$ cat src/rtl/iosc_skin_bridge_pkg.sv
// Shared definitions for the IO-switch skin bridge: FSM encodings, local
// register offsets and watchdog error reporting constants.
`ifndef DATA_WIDTH
`define DATA_WIDTH 32
`endif

package iosc_skin_bridge_pkg;

  localparam int IOSC_SKIN_DW = `DATA_WIDTH;

  typedef enum logic [2:0] {
    IOSC_SKIN_IDLE  = 3'd0,
    IOSC_SKIN_LOCAL = 3'd1,
    IOSC_SKIN_PREQ  = 3'd2,
    IOSC_SKIN_DONE  = 3'd3,
    IOSC_SKIN_ERR   = 3'd4
  } iosc_skin_state_e;

  localparam logic [3:0] IOSC_SKIN_PEND_OFF = 4'h0;
  localparam logic [3:0] IOSC_SKIN_MASK_OFF = 4'h4;

  localparam int IOSC_SKIN_ERR_BIT = IOSC_SKIN_DW - 1;
  localparam logic [IOSC_SKIN_DW-1:0] IOSC_SKIN_ERR_RDATA = '1;

endpackage

$ cat src/rtl/iosc_skin_bridge_if.sv
// Peripheral-side req/ack bus of the skin bridge; the bridge is the master.
interface iosc_skin_bridge_if
  import iosc_skin_bridge_pkg::*;
#(
  parameter int DW = IOSC_SKIN_DW
);
  logic          o_per_req;
  logic          o_per_we;
  logic [DW-1:0] o_per_addr;
  logic [DW-1:0] o_per_wdata;
  logic          i_per_ack;
  logic [DW-1:0] i_per_rdata;
  logic [DW-1:0] i_per_irq;

  modport master (
    output o_per_req, o_per_we, o_per_addr, o_per_wdata,
    input  i_per_ack, i_per_rdata, i_per_irq
  );

  modport slave (
    input  o_per_req, o_per_we, o_per_addr, o_per_wdata,
    output i_per_ack, i_per_rdata, i_per_irq
  );
endinterface

$ cat src/rtl/iosc_skin_bridge_irq.sv
// Interrupt pending/mask registers with W1C clear, level set and a registered
// masked output. Sets always win over a clear in the same cycle.
module iosc_skin_bridge_irq
  import iosc_skin_bridge_pkg::*;
#(
  parameter int DW = IOSC_SKIN_DW
) (
  input  logic          clk,
  input  logic          rst,
  input  logic [DW-1:0] irq_src,
  input  logic [DW-1:0] w1c_clear,
  input  logic          mask_we,
  input  logic [DW-1:0] mask_wdata,
  input  logic          err_set,
  output logic [DW-1:0] pending,
  output logic [DW-1:0] mask,
  output logic [DW-1:0] irq_out
);

  logic [DW-1:0] err_vec;

  always_comb begin
    err_vec = '0;
    err_vec[IOSC_SKIN_ERR_BIT] = err_set;
  end

  always_ff @(posedge clk) begin
    if (rst) begin
      pending <= '0;
      mask    <= '0;
      irq_out <= '0;
    end else begin
      pending <= (pending & ~w1c_clear) | irq_src | err_vec;
      if (mask_we) begin
        mask <= mask_wdata;
      end
      irq_out <= pending & mask;
    end
  end

endmodule

$ cat src/rtl/iosc_skin_bridge.sv
// Skin-side request to registered peripheral req/ack bridge with local
// PEND/MASK registers. Optional ack watchdog: define IOSC_SKIN_TIMEOUT_EN.
//
// state | meaning
// IDLE  | waiting for oen/ien; latches address, data and direction
// LOCAL | one-cycle access to the local PEND/MASK window
// PREQ  | o_per_req high, waiting for i_per_ack
// DONE  | publish read data, drop busy
// ERR   | watchdog expired: all-ones read data, error interrupt bit
module iosc_skin_bridge
  import iosc_skin_bridge_pkg::*;
#(
  parameter int                    DATA_WIDTH = IOSC_SKIN_DW,
  parameter logic [DATA_WIDTH-1:0] LOCAL_BASE = 'hFFF0,
  parameter int                    TIMEOUT    = 15
) (
  input  logic                  clk,
  input  logic                  rst,
  input  logic                  i_skin_oen,
  input  logic                  i_skin_ien,
  input  logic [DATA_WIDTH-1:0] i_skin_addr,
  input  logic [DATA_WIDTH-1:0] i_skin_data,
  output logic [DATA_WIDTH-1:0] o_skin_data,
  output logic [DATA_WIDTH-1:0] o_skin_interrupt,
  output logic                  o_skin_busy,
  iosc_skin_bridge_if.master    per
);

  iosc_skin_state_e      state;
  logic [DATA_WIDTH-1:0] rdata_q;
  logic [DATA_WIDTH-1:0] local_rdata;
  logic [DATA_WIDTH-1:0] w1c_clear;
  logic [DATA_WIDTH-1:0] pending;
  logic [DATA_WIDTH-1:0] mask;
  logic [3:0]            offset;
  logic                  local_hit;
  logic                  local_wr;
  logic                  mask_we;
  logic                  err_set;

`ifdef IOSC_SKIN_TIMEOUT_EN
  localparam int               CNT_W    = $clog2(TIMEOUT + 1);
  localparam logic [CNT_W-1:0] CNT_LAST = CNT_W'(TIMEOUT - 1);
  logic [CNT_W-1:0] cnt;

  assign err_set = (state == IOSC_SKIN_ERR);
`else
  assign err_set = 1'b0;
`endif

  assign local_hit = (i_skin_addr[DATA_WIDTH-1:4] == LOCAL_BASE[DATA_WIDTH-1:4]);
  assign offset    = per.o_per_addr[3:0];
  assign local_wr  = (state == IOSC_SKIN_LOCAL) && per.o_per_we;
  assign mask_we   = local_wr && (offset == IOSC_SKIN_MASK_OFF);
  assign w1c_clear = (local_wr && (offset == IOSC_SKIN_PEND_OFF)) ? per.o_per_wdata : '0;

  always_comb begin
    local_rdata = '0;
    case (offset)
      IOSC_SKIN_PEND_OFF: local_rdata = pending;
      IOSC_SKIN_MASK_OFF: local_rdata = mask;
      default:            local_rdata = '0;
    endcase
  end

  always_ff @(posedge clk) begin
    if (rst) begin
      state           <= IOSC_SKIN_IDLE;
      per.o_per_req   <= 1'b0;
      per.o_per_we    <= 1'b0;
      per.o_per_addr  <= '0;
      per.o_per_wdata <= '0;
      o_skin_busy     <= 1'b0;
      o_skin_data     <= '0;
      rdata_q         <= '0;
`ifdef IOSC_SKIN_TIMEOUT_EN
      cnt             <= '0;
`endif
    end else begin
      case (state)
        IOSC_SKIN_IDLE: begin
          if (i_skin_oen || i_skin_ien) begin
            // oen wins when both are raised: the access becomes a write
            per.o_per_we    <= i_skin_oen;
            per.o_per_addr  <= i_skin_addr;
            per.o_per_wdata <= i_skin_data;
            o_skin_busy     <= 1'b1;
            if (local_hit) begin
              state <= IOSC_SKIN_LOCAL;
            end else begin
              state         <= IOSC_SKIN_PREQ;
              per.o_per_req <= 1'b1;
            end
`ifdef IOSC_SKIN_TIMEOUT_EN
            cnt <= '0;
`endif
          end
        end
        IOSC_SKIN_LOCAL: begin
          rdata_q <= local_rdata;
          state   <= IOSC_SKIN_DONE;
        end
        IOSC_SKIN_PREQ: begin
          if (per.i_per_ack) begin
            per.o_per_req <= 1'b0;
            if (!per.o_per_we) begin
              rdata_q <= per.i_per_rdata;
            end
            state <= IOSC_SKIN_DONE;
          end
`ifdef IOSC_SKIN_TIMEOUT_EN
          else if (cnt == CNT_LAST) begin
            per.o_per_req <= 1'b0;
            state         <= IOSC_SKIN_ERR;
          end else begin
            cnt <= cnt + 1'b1;
          end
`endif
        end
        IOSC_SKIN_DONE: begin
          if (!per.o_per_we) begin
            o_skin_data <= rdata_q;
          end
          o_skin_busy <= 1'b0;
          state       <= IOSC_SKIN_IDLE;
        end
`ifdef IOSC_SKIN_TIMEOUT_EN
        IOSC_SKIN_ERR: begin
          if (!per.o_per_we) begin
            o_skin_data <= IOSC_SKIN_ERR_RDATA;
          end
          o_skin_busy <= 1'b0;
          state       <= IOSC_SKIN_IDLE;
        end
`endif
        default: begin
          state <= IOSC_SKIN_IDLE;
        end
      endcase
    end
  end

  iosc_skin_bridge_irq #(
    .DW (DATA_WIDTH)
  ) u_irq (
    .clk        (clk),
    .rst        (rst),
    .irq_src    (per.i_per_irq),
    .w1c_clear  (w1c_clear),
    .mask_we    (mask_we),
    .mask_wdata (per.o_per_wdata),
    .err_set    (err_set),
    .pending    (pending),
    .mask       (mask),
    .irq_out    (o_skin_interrupt)
  );

endmodule

$ cat src/flat_wrapper.sv
// flat-port wrapper written by rule: the top's interface ports become plain ports
module iosc_skin_bridge_flat import iosc_skin_bridge_pkg::*;
#(
  parameter int                    DATA_WIDTH = IOSC_SKIN_DW,
  parameter logic [DATA_WIDTH-1:0] LOCAL_BASE = 'hFFF0,
  parameter int                    TIMEOUT    = 15
)
  (clk, rst, i_skin_oen, i_skin_ien, i_skin_addr, i_skin_data, o_skin_data, o_skin_interrupt, o_skin_busy, per_o_per_req, per_o_per_we, per_o_per_addr, per_o_per_wdata, per_i_per_ack, per_i_per_rdata, per_i_per_irq);
  iosc_skin_bridge_if per_i ();
  input  logic clk;
  input  logic rst;
  input  logic i_skin_oen;
  input  logic i_skin_ien;
  input  logic [DATA_WIDTH-1:0] i_skin_addr;
  input  logic [DATA_WIDTH-1:0] i_skin_data;
  output logic [DATA_WIDTH-1:0] o_skin_data;
  output logic [DATA_WIDTH-1:0] o_skin_interrupt;
  output logic o_skin_busy;
  output wire logic [$bits(per_i.o_per_req)-1:0] per_o_per_req;
  output wire logic [$bits(per_i.o_per_we)-1:0] per_o_per_we;
  output wire logic [$bits(per_i.o_per_addr)-1:0] per_o_per_addr;
  output wire logic [$bits(per_i.o_per_wdata)-1:0] per_o_per_wdata;
  input wire logic [$bits(per_i.i_per_ack)-1:0] per_i_per_ack;
  input wire logic [$bits(per_i.i_per_rdata)-1:0] per_i_per_rdata;
  input wire logic [$bits(per_i.i_per_irq)-1:0] per_i_per_irq;
  assign per_o_per_req = per_i.o_per_req;
  assign per_o_per_we = per_i.o_per_we;
  assign per_o_per_addr = per_i.o_per_addr;
  assign per_o_per_wdata = per_i.o_per_wdata;
  assign per_i.i_per_ack = per_i_per_ack;
  assign per_i.i_per_rdata = per_i_per_rdata;
  assign per_i.i_per_irq = per_i_per_irq;
  iosc_skin_bridge #(.DATA_WIDTH(DATA_WIDTH), .LOCAL_BASE(LOCAL_BASE), .TIMEOUT(TIMEOUT)) u_core (.clk(clk), .rst(rst), .i_skin_oen(i_skin_oen), .i_skin_ien(i_skin_ien), .i_skin_addr(i_skin_addr), .i_skin_data(i_skin_data), .o_skin_data(o_skin_data), .o_skin_interrupt(o_skin_interrupt), .o_skin_busy(o_skin_busy), .per(per_i));
endmodule
$ cat config.mk
export PLATFORM = sky130hd
export DESIGN_NAME = iosc_skin_bridge_flat
export DESIGN_NICKNAME = d
export VERILOG_FILES = /design/src/rtl/iosc_skin_bridge_pkg.sv /design/src/rtl/iosc_skin_bridge_if.sv /design/src/rtl/iosc_skin_bridge_irq.sv /design/src/rtl/iosc_skin_bridge.sv /design/src/flat_wrapper.sv
export SDC_FILE = /design/constraint.sdc
export NUM_CORES = 1
export LEC_CHECK = 0
export CAP_MARGIN = 20
export CELL_PAD_IN_SITES_DETAIL_PLACEMENT = 2
export CELL_PAD_IN_SITES_GLOBAL_PLACEMENT = 2
export CORE_AREA = 2 2 203 155
export DETAILED_ROUTE_END_ITERATION = 12
export DIE_AREA = 0 0 205 157
export GPL_TIMING_DRIVEN = 0
export MAX_ROUTING_LAYER = met4
export PLACE_DENSITY_LB_ADDON = 0.25
export SYNTH_ARGS = -nofsm -noshare
export SYNTH_HDL_FRONTEND = slang
export SYNTH_SLANG_ARGS = --single-unit
$ cat constraint.sdc
create_clock -name clk -period 6.6 [get_ports clk]
set_input_delay 1.65 -clock clk [delete_from_list [all_inputs] [get_ports clk]]
set_output_delay 1.65 -clock clk [all_outputs]
set_load 0.03 [all_outputs]
Word level (Yosys, flattened, before mapping):

Cells that the tools add are included.

* bits in latches: 0
* RAM bits: 0
* output and inout port bits: 131
* memories: 0
* bits in registers: 230
* logic and storage cells: 55
* bits in read-only memories: 0

* bitwise logic cells: 5
* equality and inequality tests: 9
* muxes and demuxes: 15
* reduce and logical (&&, ||, !) cells: 15
* order comparisons: 0
* shifts and indexed selects: 0
* div/mod/pow operators: 0
* multiply operators: 0
* add/subtract/negate cells: 0

Operators by type and width (number)
* 32-bit case mux with 2 select lines: 2
* 32-bit 2-to-1 mux: 3
* 32-bit bitwise AND: 2
* 32-bit NOT: 1
* 32-bit OR: 1
* 28-bit by 12-bit equality test with 1-bit output (second input constant): 1
* 3-bit case mux with 3 select lines: 1
* 2-bit AND reduction: 4
* 3-bit by 2-bit equality test with 1-bit output (second input constant): 2
* 3-bit 2-to-1 mux: 2
* 2-bit != test (second input constant): 3
* 2-bit nonzero test: 3
* 4-bit by 3-bit equality test with 1-bit output (second input constant): 1
* 4-bit zero test: 1
* 1-bit 2-to-1 mux: 4
* 1-bit case mux with 2 select lines: 2
* 4-bit AND reduction: 1
* 3-bit by 1-bit equality test with 1-bit output (second input constant): 1
* 1-bit logical AND: 3
* 3-bit zero test: 1
* 3-bit AND reduction: 1
* 2-bit 2-to-1 mux: 1
* 2-bit by 1-bit != test with 1-bit output (second input constant): 1
* 1-bit logical OR: 1
* 1-bit NOT: 1

Depth between registers and ports, before layout:

Gate-level depths: netlist of run 1.

* depth after elaboration: 7
* gate-level depth with buffers: 9
* gate-level depth less buffers: 6

Modules after synthesis:

From an unflattened synthesis of run 1, not the netlist that was laid out.

* cell total of the unflattened synthesis: 992
* area total of the unflattened synthesis: 8697.1 um^2

By module, submodules not included
* iosc_skin_bridge: area an instance 5456.5 um^2, seq. area each 2662.6 um^2, cells each 657, times used 1
* iosc_skin_bridge_irq: area an instance 3240.6 um^2, seq. area each 1921.8 um^2, cells each 335, times used 1

Worst setup path after synthesis of run 1:

OpenSTA, ideal clock, no wires.

* path kind: input -> register
* start point: in i_skin_addr[31]
* end point: reg u_core.per.o_per_req
* arrival time: 3097 ps
* cell stages on the path: 4
* buffers on the path: 0
* path slack: 3387 ps
* library setup time: 116 ps
* path through: or4b_1 > or4_4 > o211a_1 > o211a_1

* longest elaborated chain between the ends: 3

Ends and longest elaborated chain
* start, declared: RTL line flat_wrapper.sv:14 `input logic [DATA_WIDTH-1:0] i_skin_addr;`
* 28-bit by 12-bit equality test with 1-bit output: RTL line iosc_skin_bridge.sv:51 `assign local_hit = (i_skin_addr[DATA_WIDTH-1:4] == LOCAL_BASE[DATA_WIDTH-1:4]);`
* 2-bit != test (no line)
* 4-bit AND reduction (no line)
* end signal, assigned: RTL line iosc_skin_bridge.sv:69 `per.o_per_req <= 1'b0;`
* end signal, assigned: RTL line iosc_skin_bridge.sv:92 `per.o_per_req <= 1'b1;`
* end signal, assigned: RTL line iosc_skin_bridge.sv:105 `per.o_per_req <= 1'b0;`
* end, declared: RTL line iosc_skin_bridge_if.sv:16 `output o_per_req, o_per_we, o_per_addr, o_per_wdata,`

No other way between the ends.
A chain may end at the register's enable or synchronous reset.

Worst setup path in the final report of run 1:

* start point: in i_skin_oen
* end point: reg u_core.per.o_per_wdata[18]

* longest elaborated chain between the ends: 2

Ends and longest elaborated chain
* start, declared: RTL line flat_wrapper.sv:12 `input logic i_skin_oen;`
* 1-bit logical OR: RTL line iosc_skin_bridge.sv:82 `if (i_skin_oen || i_skin_ien) begin`
* 2-bit AND reduction (no line)
* end signal, assigned: RTL line iosc_skin_bridge.sv:86 `per.o_per_wdata <= i_skin_data;`
* end, declared: RTL line iosc_skin_bridge_if.sv:16

No other way between the ends.

==> flow_summary.json, run 1 <==
{
  "r2r-end": "u_core.u_irq.mask[1]",
  "grt_max_degree": 13,
  "boundaryPins": 264,
  "synthDistinctLibCells": 31,
  "cts-root-buf": "clkbuf_16",
  "htree_levels": 1,
  "track_usage": 0.2184,
  "r2r_slack_ns": 3.88,
  "rsz0062_at_grt": "false",
  "dp_worst_setup_slack_ns": 2.486,
  "netlist_area_um2": 8361,
  "start_kind": "input pin",
  "tightest_slew_ns": 1.085,
  "period_share": 0.5339,
  "cts.sinks": 229,
  "period_needed_ns": 3.523,
  "ir_drop_uv": 167.2,
  "drc": 0,
  "ff2ff_path_depth": 6,
  "path_common_cell": "nor2_1",
  "synth_edf_count": 0,
  "viasPerCell": 4.879,
  "synth_compound_area_frac": 0.1845,
  "antenna_found_initial": 4,
  "hold_start": "u_core.u_irq.mask[27]",
  "grt_remaining_overflow": 0,
  "place_inst": 1660,
  "synth_top_cells_by_count": "292 x nand2_1, 229 x dfxtp_1, 164 x a21oi_1",
  "final_max_slew_viol_count": 0,
  "r2r-start": "u_core.per.o_per_addr[2]",
  "gp_congestion": 0.7527,
  "cp.arrival_ns": 3.97,
  "relSlewSlack": 0.2742,
  "final_core_util": 0.4101,
  "crit_chain": "clkdlybuf4s50_1, nor2_1, nor2_1, clkbuf_1, nand2_1, a21oi_1",
  "synth_top_cells_by_area": "dfxtp_1 55%, nand2_1 13%, a21oi_1 9.8%",
  "synth_fa_ha_area_frac": 0.005986,
  "postCtsSetupRepairBufs": 0,
  "cts-buffers-inserted": 26,
  "nFillCells": 3391,
  "ys_warn_count": 0,
  "cp_data_required_time_ns": 7.05,
  "p_per_area_nw_per_um2": 370.4,
  "clk_pin_slew_ns": 0.06,
  "cts.path.max_buffers": 3,
  "setup_ws_ns": 3.077,
  "synth-xor-area-share": 0,
  "whs_endpoint": "u_core.u_irq.irq_out[27]",
  "drt_iter0_drc": 356,
  "netlist_instances": 999,
  "worst_hold_path.num_cells": 2,
  "finalSetupViolCount": 0,
  "synth_top_family_by_area": "simple AND/OR/NAND/NOR gates",
  "tns_ns": 0,
  "path_class": "input pin to flop",
  "die_h_um": 157,
  "yosys.area.top_type_share": 0.5483,
  "synth_top_area_cell": "dfxtp_1",
  "routed-via-count": 8339,
  "die-area_um2": 32190,
  "ys.flop_type": "dfxtp_1",
  "start_util": 0.2786,
  "holdCritPathClass": "flop to flop",
  "hpwlAfterDp_um": 25310,
  "critical_path.max_fanout": 10,
  "final_nets": 1426,
  "ys_seq_area_frac": 0.5483,
  "startpoint": "i_skin_oen",
  "cts_tree": "done",
  "final_layout_size_suffix_gt1_frac": 0.03675,
  "wl_met3_um": 1958,
  "grt_first_pass_wirelength_um": 52420,
  "synth_most_common_cell": "nand2_1",
  "num_rows": 55,
  "finClkSkew_ns": 0.008115,
  "slowest_delay_ns": 0.82,
  "core_area_um2": 30000,
  "io_buffers": 262,
  "synth_nets": 1136,
  "final_cells": 1709,
  "hold_viol": 0,
  "antenna_left": 0,
  "dr.pass1.iters": 9,
  "synthSimpleGateAreaFrac": 0.2240,
  "wl_met1_um": 16150,
  "wl_um": 34730,
  "grt_pass1_vias": 9031,
  "max_freq_mhz": 283.8,
  "total_leakage_power_nw": 4.273,
  "routedWlPerCell_um": 20.32,
  "ys_ff_latch": 229,
  "hold_buffers": 0,
  "wl_met2_um": 16000,
  "finalPower_mw": 4.557,
  "die_w_um": 205,
  "slowest_stage": "nor2_1",
  "synthArstFlopShare": 0,
  "top_layer": "met4",
  "synthMuxAreaShare": 0,
  "critPathCaptureType": "flop",
  "outcome": "completed",
  "cts_resized": 0,
  "syn_to_final_growth_pct": 47.16,
  "clk_latency_ns": 0.52,
  "maxCapViolations": 0,
  "syn_avg_cell_area_um2": 8.369
}
## state kept, by name (all words and copies together) (netlist names)
name,cells
u_core.o_skin_busy,1
u_core.o_skin_data,32
u_core.per.o_per_addr,32
u_core.per.o_per_req,1
u_core.per.o_per_wdata,32
u_core.per.o_per_we,1
u_core.rdata_q,32
u_core.state,2
u_core.u_irq.irq_out,32
u_core.u_irq.mask,32
u_core.u_irq.pending,32
## kinds of logic after synthesis
group	Yosys count
AND/OR/NAND/NOR	446
buffers and inverters	80
AO/OA/AOI/OAI	240
flip-flops	229
adder cells (fa/ha/maj)	4
## stage by stage
step	hold WS, ns	area [um2]
detailed placement	0.4460	11490
global route	0.4754	12300
global placement	0.4384	11480
floorplan	0.4231	8361
finish	0.4498	12300
CTS	0.4556	12290
## power by group
part / switching [mW] / leakage (nW) / internal (mW)
registers: 0.145 / 1.87 / 1.57
clock network: 0.584 / 0.396 / 0.804
logic: 0.934 / 2.01 / 0.526
total: 1.66 / 4.27 / 2.89
## cells in the final DEF, fill, tap and decap left out, types with 2 or more instances in the layout
cell | netlist | routed
a32o_1 | 32 | 32
clkbuf_8 | 0 | 5
ha_1 | 4 | 4
nand3_1 | 33 | 33
inv_1 | 4 | 4
nand4_1 | 2 | 2
dfxtp_1 | 229 | 229
nand2_1 | 292 | 292
nor2b_1 | 3 | 3
nand2b_1 | 34 | 34
o21ai_0 | 5 | 5
o211a_1 | 2 | 2
a221o_1 | 32 | 32
buf_2 | 8 | 8
nor4_1 | 3 | 3
clkbuf_16 | 0 | 27
clkbuf_1 | 63 | 72
a21oi_1 | 164 | 164
a31oi_1 | 2 | 2
clkdlybuf4s50_1 | 0 | 262
clkinv_2 | 0 | 3
buf_1 | 5 | 5
nor2_1 | 70 | 70
diode_2 | 0 | 4
## critical path, delay by kind of cell
family,cells,cell delay [ns]
AOI/OAI and AO/OA,1,0.16
and+or+nand+nor,3,1.05
buffers and inverters,2,1.10
## per-layer routing
| layer | GRT usage | up-vias |
|---|---|---|
| met2 | 0.3607 | 209 |
| met5 | - | - |
| met4 | 0.04145 | 0 |
| met1 | 0.2775 | 4107 |
| li1 | - | 3980 |
| met3 | 0.04679 | 43 |
## area by class of cell
| type | count | area [um2] | area share |
|---|---|---|---|
| Sequential cell | 229 | 4584 | 0.3726 |
| Multi-Input combinational cell | 690 | 3475 | 0.2824 |
| Timing Repair Buffer | 262 | 2623 | 0.2132 |
| Clock buffer | 41 | 778.2 | 0.06326 |
| Tap cell | 399 | 499.2 | 0.04058 |
| Buffer | 76 | 295.3 | 0.02400 |
| Clock inverter | 4 | 23.77 | 0.001932 |
| Inverter | 4 | 15.01 | 0.001220 |
| Antenna cell | 4 | 10.01 | 0.0008136 |
## worst max path at each step
stage | depth (start not counted) | endpoint | slack, ns
CTS | 6 | u_core.per.o_per_wdata[17] | 3.08
global placement | 6 | u_core.per.o_per_wdata[11] | 2.57
global route | 6 | u_core.per.o_per_wdata[19] | 2.89
finish | 6 | u_core.per.o_per_wdata[18] | 3.08
floorplan | 4 | u_core.per.o_per_req | 3.39
detailed placement | 6 | u_core.per.o_per_wdata[18] | 2.49
No activity file was read; power rests on OpenSTA's default activity.
==> inputs of run 2 (changes only) <==
--- a/config.mk
+++ b/config.mk
@@ -8,9 +8,9 @@
 export CAP_MARGIN = 20
 export CELL_PAD_IN_SITES_DETAIL_PLACEMENT = 2
 export CELL_PAD_IN_SITES_GLOBAL_PLACEMENT = 2
-export CORE_AREA = 2 2 203 155
+export CORE_AREA = 2 2 211 161
 export DETAILED_ROUTE_END_ITERATION = 12
-export DIE_AREA = 0 0 205 157
+export DIE_AREA = 0 0 213 163
 export GPL_TIMING_DRIVEN = 0
 export MAX_ROUTING_LAYER = met4
 export PLACE_DENSITY_LB_ADDON = 0.25
==> constraint.sdc (replaced) <==
create_clock -name clk -period 3.5 [get_ports clk]
set_input_delay 0.875 -clock clk [delete_from_list [all_inputs] [get_ports clk]]
set_output_delay 0.875 -clock clk [all_outputs]
set_load 0.03 [all_outputs]
==> run 2 against run 1 <==
Non-clock buffer count is 1 higher. Clock skew is 0.011 ns higher. Register-to-register slack worse by 3.1 ns. Die area is 7.9% higher. Count of clock-buffer cells in the layout is 1 higher. Power is 91% higher. Critical endpoint is now u_core.per.o_per_wdata[19]. Highest routed layer unchanged. Largest cell class unchanged.
==> flow_summary.json, run 2 (same netlist as run 1, synthesis figures left out) <==
{
  "relSlewSlack": 0.3095,
  "wl_met1_um": 16560,
  "htree_levels": 1,
  "holdCritPathClass": "flop to flop",
  "grt_remaining_overflow": 0,
  "total_leakage_power_nw": 4.303,
  "path_class": "input pin to flop",
  "die_w_um": 213,
  "postCtsSetupRepairBufs": 0,
  "multiInputGateArea_um2": 3475,
  "dp_worst_setup_slack_ns": 0.07896,
  "top_layer": "met4",
  "cp_data_required_time_ns": 3.96,
  "rsz0062_at_grt": "false",
  "tns_ns": 0,
  "grt_max_degree": 14,
  "antenna_left": 0,
  "period_needed_ns": 2.868,
  "track_usage": 0.2073,
  "p_per_area_nw_per_um2": 701.8,
  "wl_um": 35120,
  "routed-via-count": 8320,
  "io_buffers": 262,
  "final_max_slew_viol_count": 0,
  "cts_tree": "done",
  "dr.pass1.iters": 5,
  "finalSetupViolCount": 0,
  "maxCapViolations": 0,
  "grt_first_pass_wirelength_um": 52900,
  "start_kind": "input pin",
  "cp.arrival_ns": 3.33,
  "final_nets": 1428,
  "finClkSkew_ns": 0.01875,
  "die_h_um": 163,
  "critical_path.max_fanout": 10,
  "syn_to_final_growth_pct": 48.50,
  "max_freq_mhz": 348.6,
  "cts-buffers-inserted": 27,
  "cts.sinks": 229,
  "hpwlAfterDp_um": 25860,
  "boundaryPins": 264,
  "outcome": "completed",
  "tightest_slew_ns": 1.033,
  "layout_commonest_cell": "nand2_1",
  "cts_resized": 0,
  "hold_viol": 0,
  "clk_latency_ns": 0.56,
  "grt_pass1_vias": 8893,
  "cts-root-buf": "clkbuf_16",
  "nFillCells": 3699,
  "critPathCaptureType": "flop",
  "clk_pin_slew_ns": 0.06,
  "ir_drop_uv": 265.2,
  "drc": 0,
  "regArea_um2": 4584,
  "routedWlPerCell_um": 19.89,
  "num_rows": 58,
  "final_cell_mix": "292 x nand2_1, 262 x clkdlybuf4s50_1, 229 x dfxtp_1",
  "final_layout_size_suffix_gt1_frac": 0.04116,
  "period_share": 0.8195,
  "die-area_um2": 34720,
  "gp_congestion": 0.7645,
  "hold_buffers": 0,
  "setup_ws_ns": 0.6317,
  "cts.path.max_buffers": 3,
  "antenna_found_initial": 4,
  "drt_iter0_drc": 265,
  "core_area_um2": 32870,
  "wl_met2_um": 15550,
  "wl_met3_um": 2216,
  "viasPerCell": 4.711,
  "start_util": 0.2543
}
## run 2: cell count changes in the layout (fill, tap and decap cells not counted), sizes merged
cell,previous run,this run
buf,13,14
clkbuf,104,105
clkinv,3,6
inv,5,6
## run 2: final timing paths
path,depth (start not counted),slack [ns],from,end
worst max-delay path,6,0.63,i_skin_oen,u_core.per.o_per_wdata[19]
worst min-delay path,2,0.44,u_core.u_irq.mask[27],u_core.u_irq.irq_out[27]
worst max register to register,6,0.76,u_core.per.o_per_addr[0],u_core.u_irq.mask[28]
worst min register to register,2,0.44,u_core.u_irq.mask[27],u_core.u_irq.irq_out[27]
## run 2: cell type report
| class | count | share of cell area |
|---|---|---|
| Sequential cell | 229 | 0.3692 |
| Antenna cell | 4 | 0.0008062 |
| Multi-Input combinational cell | 690 | 0.2799 |
| Clock inverter | 8 | 0.003829 |
| Timing Repair Buffer | 263 | 0.2121 |
| Buffer | 76 | 0.02378 |
| Inverter | 4 | 0.001209 |
| Tap cell | 450 | 0.04535 |
| Clock buffer | 42 | 0.06379 |
## run 2: layer usage
| metal | up-vias | track usage |
|---|---|---|
| met2 | 186 | 0.3226 |
| li1 | 3990 | - |
| met3 | 43 | 0.05322 |
| met1 | 4101 | 0.2686 |
| met4 | 0 | 0.05086 |
| met5 | - | - |
## run 2: worst max-delay path: stages
cell and delay [ns]:
clkdlybuf4s50_1 0.45, o21ai_0 0.38, clkbuf_1 0.58, clkbuf_1 0.65
nand2_1 0.17, a21oi_1 0.21
## run 2: report_power, final
group	switching, mW	total [mW]	internal [mW]
Sequential	0.273	3.22	2.95
Combinational	1.76	2.76	1.00
Clock	1.17	2.72	1.55
## run 2: metrics by stage
step | utilization | power [mW] | cell area, um2 | instances | hold slack (ns)
after CTS | 0.3774 | 8.856 | 12410 | 1762 | 0.4501
after floorplan | - | 4.774 | 8361 | 999 | 0.4231
final | 0.3777 | 8.714 | 12420 | 1766 | 0.4414
after global routing | 0.3777 | 9.220 | 12420 | 1766 | 0.4674
after global placement | 0.3512 | 6.001 | 11550 | 1711 | 0.4394
after detailed placement | 0.3518 | 6.087 | 11570 | 1712 | 0.4441
